[src/rtl/uart_tx_fifo.sv]
// Byte FIFO in front of a UART transmitter: buffers producer writes and feeds
// them one at a time through a newd/donetx handshake, with a gap between frames.
module uart_tx_fifo #(
    parameter int DEPTH = 16,
    parameter int WIDTH = 8
) (
    input  logic                     clk,
    input  logic                     rst,
    input  logic                     wr_en,
    input  logic [WIDTH-1:0]         wr_data,
    input  logic                     donetx,
    output logic                     newd,
    output logic [WIDTH-1:0]         dintx,
    output logic                     full,
    output logic                     empty,
    output logic [$clog2(DEPTH):0]   count,
    output logic                     overflow
);

    localparam int AW = $clog2(DEPTH);
    localparam int CW = AW + 1;

    typedef enum logic [1:0] {
        IDLE = 2'd0,
        SEND = 2'd1,
        GAP  = 2'd2
    } state_t;

    logic [WIDTH-1:0] mem_r [DEPTH];
    logic [AW-1:0]    wr_ptr_r;
    logic [AW-1:0]    rd_ptr_r;
    logic [CW-1:0]    count_r;
    logic [CW-1:0]    count_next_s;
    logic             full_r;
    logic             empty_r;
    logic             overflow_r;
    logic             newd_r;
    logic             newd_next_s;
    logic [WIDTH-1:0] dintx_r;
    logic             donetx_d_r;
    logic             wr_ok_s;
    logic             pop_s;
    logic             done_rise_s;
    state_t           state_r;
    state_t           state_next_s;

    // Full is the registered flag, so a write while full is dropped even if a pop
    // happens on the same edge.
    assign wr_ok_s      = wr_en & ~full_r;
    assign done_rise_s  = donetx & ~donetx_d_r;
    assign count_next_s = count_r + CW'(wr_ok_s) - CW'(pop_s);

    // Send FSM next-state and pop decision.
    always_comb begin
        state_next_s = state_r;
        newd_next_s  = newd_r;
        pop_s        = 1'b0;
        case (state_r)
            IDLE: begin
                if (!empty_r) begin
                    pop_s        = 1'b1;
                    newd_next_s  = 1'b1;
                    state_next_s = SEND;
                end else begin
                    newd_next_s  = 1'b0;
                end
            end
            SEND: begin
                if (done_rise_s) begin
                    newd_next_s  = 1'b0;
                    state_next_s = GAP;
                end else begin
                    newd_next_s  = 1'b1;
                end
            end
            GAP: begin
                newd_next_s  = 1'b0;
                state_next_s = IDLE;
            end
            default: begin
                newd_next_s  = 1'b0;
                state_next_s = IDLE;
            end
        endcase
    end

    // FSM state register and donetx history.
    always_ff @(posedge clk) begin
        if (!rst) begin
            state_r    <= IDLE;
            donetx_d_r <= 1'b0;
        end else begin
            state_r    <= state_next_s;
            donetx_d_r <= donetx;
        end
    end

    // Storage array; contents are not cleared by reset.
    always_ff @(posedge clk) begin
        if (rst && wr_ok_s) begin
            mem_r[wr_ptr_r] <= wr_data;
        end
    end

    // Pointers, occupancy and status flags.
    always_ff @(posedge clk) begin
        if (!rst) begin
            wr_ptr_r   <= {AW{1'b0}};
            rd_ptr_r   <= {AW{1'b0}};
            count_r    <= {CW{1'b0}};
            full_r     <= 1'b0;
            empty_r    <= 1'b1;
            overflow_r <= 1'b0;
        end else begin
            if (wr_ok_s) begin
                wr_ptr_r <= wr_ptr_r + AW'(1);
            end
            if (pop_s) begin
                rd_ptr_r <= rd_ptr_r + AW'(1);
            end
            count_r    <= count_next_s;
            full_r     <= (count_next_s == CW'(DEPTH));
            empty_r    <= (count_next_s == {CW{1'b0}});
            overflow_r <= wr_en & full_r;
        end
    end

    // Transmitter-facing outputs; dintx holds the last byte sent.
    always_ff @(posedge clk) begin
        if (!rst) begin
            newd_r  <= 1'b0;
            dintx_r <= {WIDTH{1'b0}};
        end else begin
            newd_r <= newd_next_s;
            if (pop_s) begin
                dintx_r <= mem_r[rd_ptr_r];
            end
        end
    end

    assign newd     = newd_r;
    assign dintx    = dintx_r;
    assign full     = full_r;
    assign empty    = empty_r;
    assign count    = count_r;
    assign overflow = overflow_r;

endmodule

[config.mk]
export PLATFORM = sky130hd
export DESIGN_NAME = uart_tx_fifo
export DESIGN_NICKNAME = d
export VERILOG_FILES = /design/src/rtl/uart_tx_fifo.sv
export SDC_FILE = /design/constraint.sdc
export NUM_CORES = 1
export LEC_CHECK = 0
export ABC_CLOCK_PERIOD_IN_PS = 3500
export BUFFER_PORTS_ARGS = -buffer_cell sky130_fd_sc_hd__buf_4
export CAP_MARGIN = 25
export CORE_UTILIZATION = 60
export DETAILED_ROUTE_END_ITERATION = 10
export PLACE_DENSITY = 0.83
export SYNTH_ARGS = -nofsm -noshare
export SYNTH_HDL_FRONTEND = slang
export SYNTH_SLANG_ARGS = --single-unit
[constraint.sdc]
create_clock -name clk -period 3.5 [get_ports clk]
set_input_delay 0.525 -clock clk [delete_from_list [all_inputs] [get_ports clk]]
set_output_delay 0.525 -clock clk [all_outputs]
set_load 0.01 [all_outputs]
==> Yosys cells after proc, flatten, opt, wreduce, memory -nomap -nowiden <==
Memory sizes are Yosys's and may differ from the RTL's. A register that Yosys moved wholly into a read port is not among the register bits.
Index checks and enable logic that the tools add are counted.
{ "totals": {"ff_bits": 20, "ram_bits": 128, "input_bits": 12, "elab_cells": 37, "mem_count": 1} }
{ "op_classes": {"n_addsub": 4, "n_eq_ne": 4, "mux": 9, "bitwise_logic": 5, "reduce_logical": 5} }
{ "memory_table": {"columns": ["memory", "words", "word_bits", "rd", "rd_clocked_by_memory_dff", "wr", "line_no", "rtl"], "rows": [
  ["mem_r", 16, 8, 1, 1, 1, "29", "logic [WIDTH-1:0] mem_r [DEPTH];"]
]} }
{ "ops": {"columns": ["operator", "count"], "rows": [
  ["adder 4 x 1 -> 4 bit, second input constant", 2],
  ["adder 5 x 1 -> 5 bit", 1],
  ["equality test 5 bit, second input constant", 1],
  ["zero test 5 bit", 1],
  ["two-way mux 1 bit", 5],
  ["subtractor 5 x 1 -> 5 bit", 1],
  ["two-way mux 2 bit", 2],
  ["!= test 2 bit, second input constant", 2],
  ["one-hot mux 2 bit (2 select lines)", 1],
  ["AND 1 bit", 3],
  ["equality test 2 x 1 -> 1 bit, second input constant", 1],
  ["zero test 2 bit", 1],
  ["NOT 1 bit", 2],
  ["one-hot mux 1 bit (2 select lines)", 1],
  ["AND reduction 2 bit", 1],
  ["logical AND 1 bit", 1],
  ["zero test 1 bit", 1]
]} }

==> Longest topological paths before layout <==
{ "logic_depth": {"word_depth": 5, "ltp_mapped": 10, "depth_no_buf": 9} }

==> Least setup slack after synthesis <==
Ideal clock, no wire load.
{ "synth_path": {"path_kind": "input-to-reg", "start": "input port wr_en", "end": "register full_r (netlist: full)", "arrival_ns": 2.590, "required_ns": 3.388, "slack_ns": 0.797, "cell_stages": 9, "cell_sequence": "nor2b_1 clkbuf_1 xor2_1 ha_1 inv_1 fa_1 xnor2_1 or3b_2 a2111oi_1"} }
{ "synth_via": {"elab_chain_len": 4} }
{ "synth_rtl": {"columns": ["item", "line_no", "rtl"], "rows": [
  ["from (decl)", "9", "input logic wr_en,"],
  ["AND 1 bit", "49", "assign wr_ok_s = wr_en & ~full_r;"],
  ["adder 5 x 1 -> 5 bit", "51", "assign count_next_s = count_r + CW'(wr_ok_s) - CW'(pop_s);"],
  ["subtractor 5 x 1 -> 5 bit", "51", null],
  ["equality test 5 bit", "122", "full_r <= (count_next_s == CW'(DEPTH));"],
  ["to (signal assigned)", "122", null],
  ["to (decl)", "34", "logic full_r;"]
]} }
No other way between the ends.
A chain may end at the register's enable or synchronous reset.

==> Final worst setup path <==
{ "layout_path": {"start": "register state_r[1]", "end": "register full_r (netlist: full)"} }
{ "layout_via": {"elab_chain_len": 4} }
{ "layout_rtl": {"columns": ["item", "line_no", "rtl"], "rows": [
  ["from (decl)", "44", "state_t state_r;"],
  ["from (signal assigned)", "93", "state_r <= state_next_s;"],
  ["zero test 2 bit", "58", "case (state_r)"],
  ["two-way mux 1 bit", "58", null],
  ["subtractor 5 x 1 -> 5 bit", "51", null],
  ["equality test 5 bit", "122", null]
]} }
No other way between the ends.

==> results.txt <==
status: complete, no violations
GPL Wtd Cong: 0.798
Worst R2R End: full$_SDFF_PN0_
commonest cells in the netlist: edfxtp_1 (128), nor2_1 (29), dfxtp_1 (28), mux2i_1 (20), nand2_1 (19)
DP HPWL: 7450 um
most common cell in the netlist: edfxtp_1
Synth Area in Simple Gates: 5.65%
Core Area: 9860 um2
PortBufs: 28
syn_nets: 379
post-synthesis xor/xnor area fraction: 1.42%
largest net degree at the start of global routing: 26
Crit path depth: 9
Setup crit end kind: flop
Initial Utilization: 62.4%
#FFs+latches synth: 156
final worst path period share: 74.6%
layout cells sized above 1: 22.2%
Synth Instances: 357
Longest Clk Path Bufs: 2
post-synth top area cell: edfxtp_1
Slew HR: 40.2%
Max Cap Viol: 0
RSZ-0062 raised after global routing: no
pwr/cell area: 708 nW/um2
Avg Cell Area, Syn: 17.2 um2
drc violations: 0
gr ovfl total: 0
Finished Layout Cells: 538
Via-to-Cell Ratio: 6.14
R2R Setup Slk: 0.89 ns
placed insts: 507
Die H: 103 um
largest cells by area after synthesis: edfxtp_1 (62%), dfxtp_1 (9.1%), mux4_2 (6.6%)
Post-synth EDFFs: 128
CP Cell Sequence: nor3_2 -> buf_4 -> xor2_1 -> ha_1 -> inv_1 -> fa_1 -> xnor2_1 -> or3b_2 -> a2111oi_1
sequential area share after synthesis: 71.6%
Synth Area in Adders: 2.16%
drt first-iter violations: 290
post-CTS setup buffers: 0
Finished Cell Area: 7030 um2
mux cell area share after synthesis: 13.3%
Final setup viols: 0
number of global-route vias before repair: 3245
Total GRT Usage: 24.9%
fmax: 383 MHz
setup TNS: 0 ns
drt total wl: 12000 um
Skew-Pair Late Insertion Delay: 0.54 ns
CTS tree: done
CP max FO: 7
global-route wire length before repair: 18100 um
Cell variety after synth: 39
Layout fillers: 588
routed vias: 3303
fin crit period: 2.61 ns
Layout Nets: 415
Compound-Gate Fraction of Synth Area: 3.80%
Rows: 36
die area: 10700 um2
drt first pass iters: 4
DR WL/cell: 22.3 um
initial antenna violation count: 0
synth warn: 0
Leak Pwr: 2.34 nW
largest family of logic cells by synthesized area: multiplexers
CP top delay family: simple AND/OR/NAND/NOR gates
worst setup path category: flop to flop
Critical R2R Launch: state_r[1]$_SDFFE_PN0P_
clk slew on worst S/H paths: 0.06 ns
clock root buffer: clkbuf_8
Slew Limit Fails: 0
# diodes: 0
Layout Utilization: 71.3%
total CTS buffers: 17
CP peak stage delay: 0.46 ns
Max VDD drop: 0.000328 V
Hold Buf Count CTS: 0
Ports: 29
placed inst area: 6480 um2
H-Tree Level Count: 4
Data required, critical path: 3.91 ns
clock skew: 0.0172 ns
Slowest-stage cell, CP: or3b_2
final hold vios: 0
Worst setup SP type: flop
synthesized area: 6150 um2
worst r2r path cells: 9
critical path buffer and inverter count: 2
Slew @ Worst Pin: 0.894 ns
worst path arrival time: 3.02 ns
Top FF cell, synth: edfxtp_1
post-synth top area share: 62.5%
Tot Pwr: 4.98 mW
die width: 103 um
Layout area overhead: 14.3%
CTS sink cnt: 156
Worst Setup SP: state_r[1]$_SDFFE_PN0P_
ANT nets after route: 0
worst setup path end: full$_SDFF_PN0_
Async SR Flop Fraction: 0%
PostCTS Resize Cnt: 0
Hold Crit Class: input port to flop
## worst min-delay path by stage
stage	from	to	cells after the start
after floorplan	state_r[0]$_SDFFE_PN0P_	state_r[1]$_SDFFE_PN0P_	2
after global placement	state_r[0]$_SDFFE_PN0P_	state_r[1]$_SDFFE_PN0P_	2
after detailed placement	dintx[2]$_SDFFE_PN0P_	dintx[2]$_SDFFE_PN0P_	2
after CTS	donetx	donetx_d_r$_SDFF_PN0_	2
after global routing	donetx	donetx_d_r$_SDFF_PN0_	2
final	donetx	donetx_d_r$_SDFF_PN0_	2
## layout make-up
cell class / instances / area [um2] / share of cell area, %
inverter: 8 / 30.0 / 0.427
clock buffer: 17 / 414 / 5.89
clock inverter: 14 / 135 / 1.92
tap: 133 / 166 / 2.37
sequential: 156 / 4410 / 62.6
multi-input combinational: 177 / 1620 / 23.1
timing repair buffer: 33 / 260 / 3.70
## worst register-to-register path: cells and delay by family, from the launching register on
kind | cells | cell delay (ns)
buf+inv | 2 | 0.24
flops | 1 | 0.34
fa+ha+maj | 2 | 0.60
simple gates | 2 | 0.63
xor+xnor | 2 | 0.34
compound gates | 1 | 0.36
## layout by cell type, fill, tap and decap left out, types with 2 or more instances in the layout
master | netlist | layout
clkbuf_16 | 0 | 16
and3_1 | 2 | 2
o211ai_1 | 11 | 11
mux4_1 | 6 | 6
xor2_1 | 6 | 6
edfxtp_1 | 128 | 128
xnor2_1 | 4 | 4
clkinv_4 | 0 | 3
dfxtp_1 | 28 | 27
nand2_1 | 19 | 19
a21oi_1 | 4 | 4
nand2b_1 | 2 | 2
nand4_1 | 2 | 2
ha_1 | 9 | 9
nor2b_1 | 4 | 4
or3_1 | 2 | 2
inv_6 | 0 | 6
clkinv_2 | 0 | 3
nand3b_1 | 3 | 3
buf_4 | 2 | 32
o21ai_0 | 6 | 6
a22oi_1 | 8 | 8
and2_1 | 5 | 5
mux2i_1 | 20 | 20
mux2_2 | 5 | 5
nor3_1 | 3 | 3
inv_1 | 8 | 8
nor2_1 | 29 | 29
o21a_1 | 2 | 2
mux4_2 | 18 | 18
## stage by stage
stage	hold WS (ns)	setup slack, ns
6_report	0.226	0.889
5_1_grt	0.227	0.712
4_1_cts	0.218	0.903
3_3_place_gp	0.456	0.771
3_5_place_dp	0.469	0.681
2_1_floorplan	0.447	0.797
## power breakdown
part           internal (mW)  switching [mW]  total [mW]
Clock                  0.957           0.783        1.74
Combinational          0.492           0.520        1.01
Sequential              2.12           0.106        2.23
## layer usage
layer	global-route usage, %	vias to the layer above	share of wire (%)
met1	33.8	1675	41
li1	-	1452	-
met5	0	-	0
met2	38.4	148	49
met4	13.2	0	3.1
met3	5.38	28	6.9
## flip-flops by register name (all words and copies together) (netlist names), 2 cells and up
name and cells:
mem_r 128, state_r 2, count 5, dintx 8, wr_ptr_r 4, rd_ptr_r 4
## cell families after synthesis
group	after synthesis
mux	49
fa+ha+maj	10
simple gates	74
compound gates	34
flops	156
xor+xnor	10
buf+inv	24
Power figures use the tool's default switching activity.
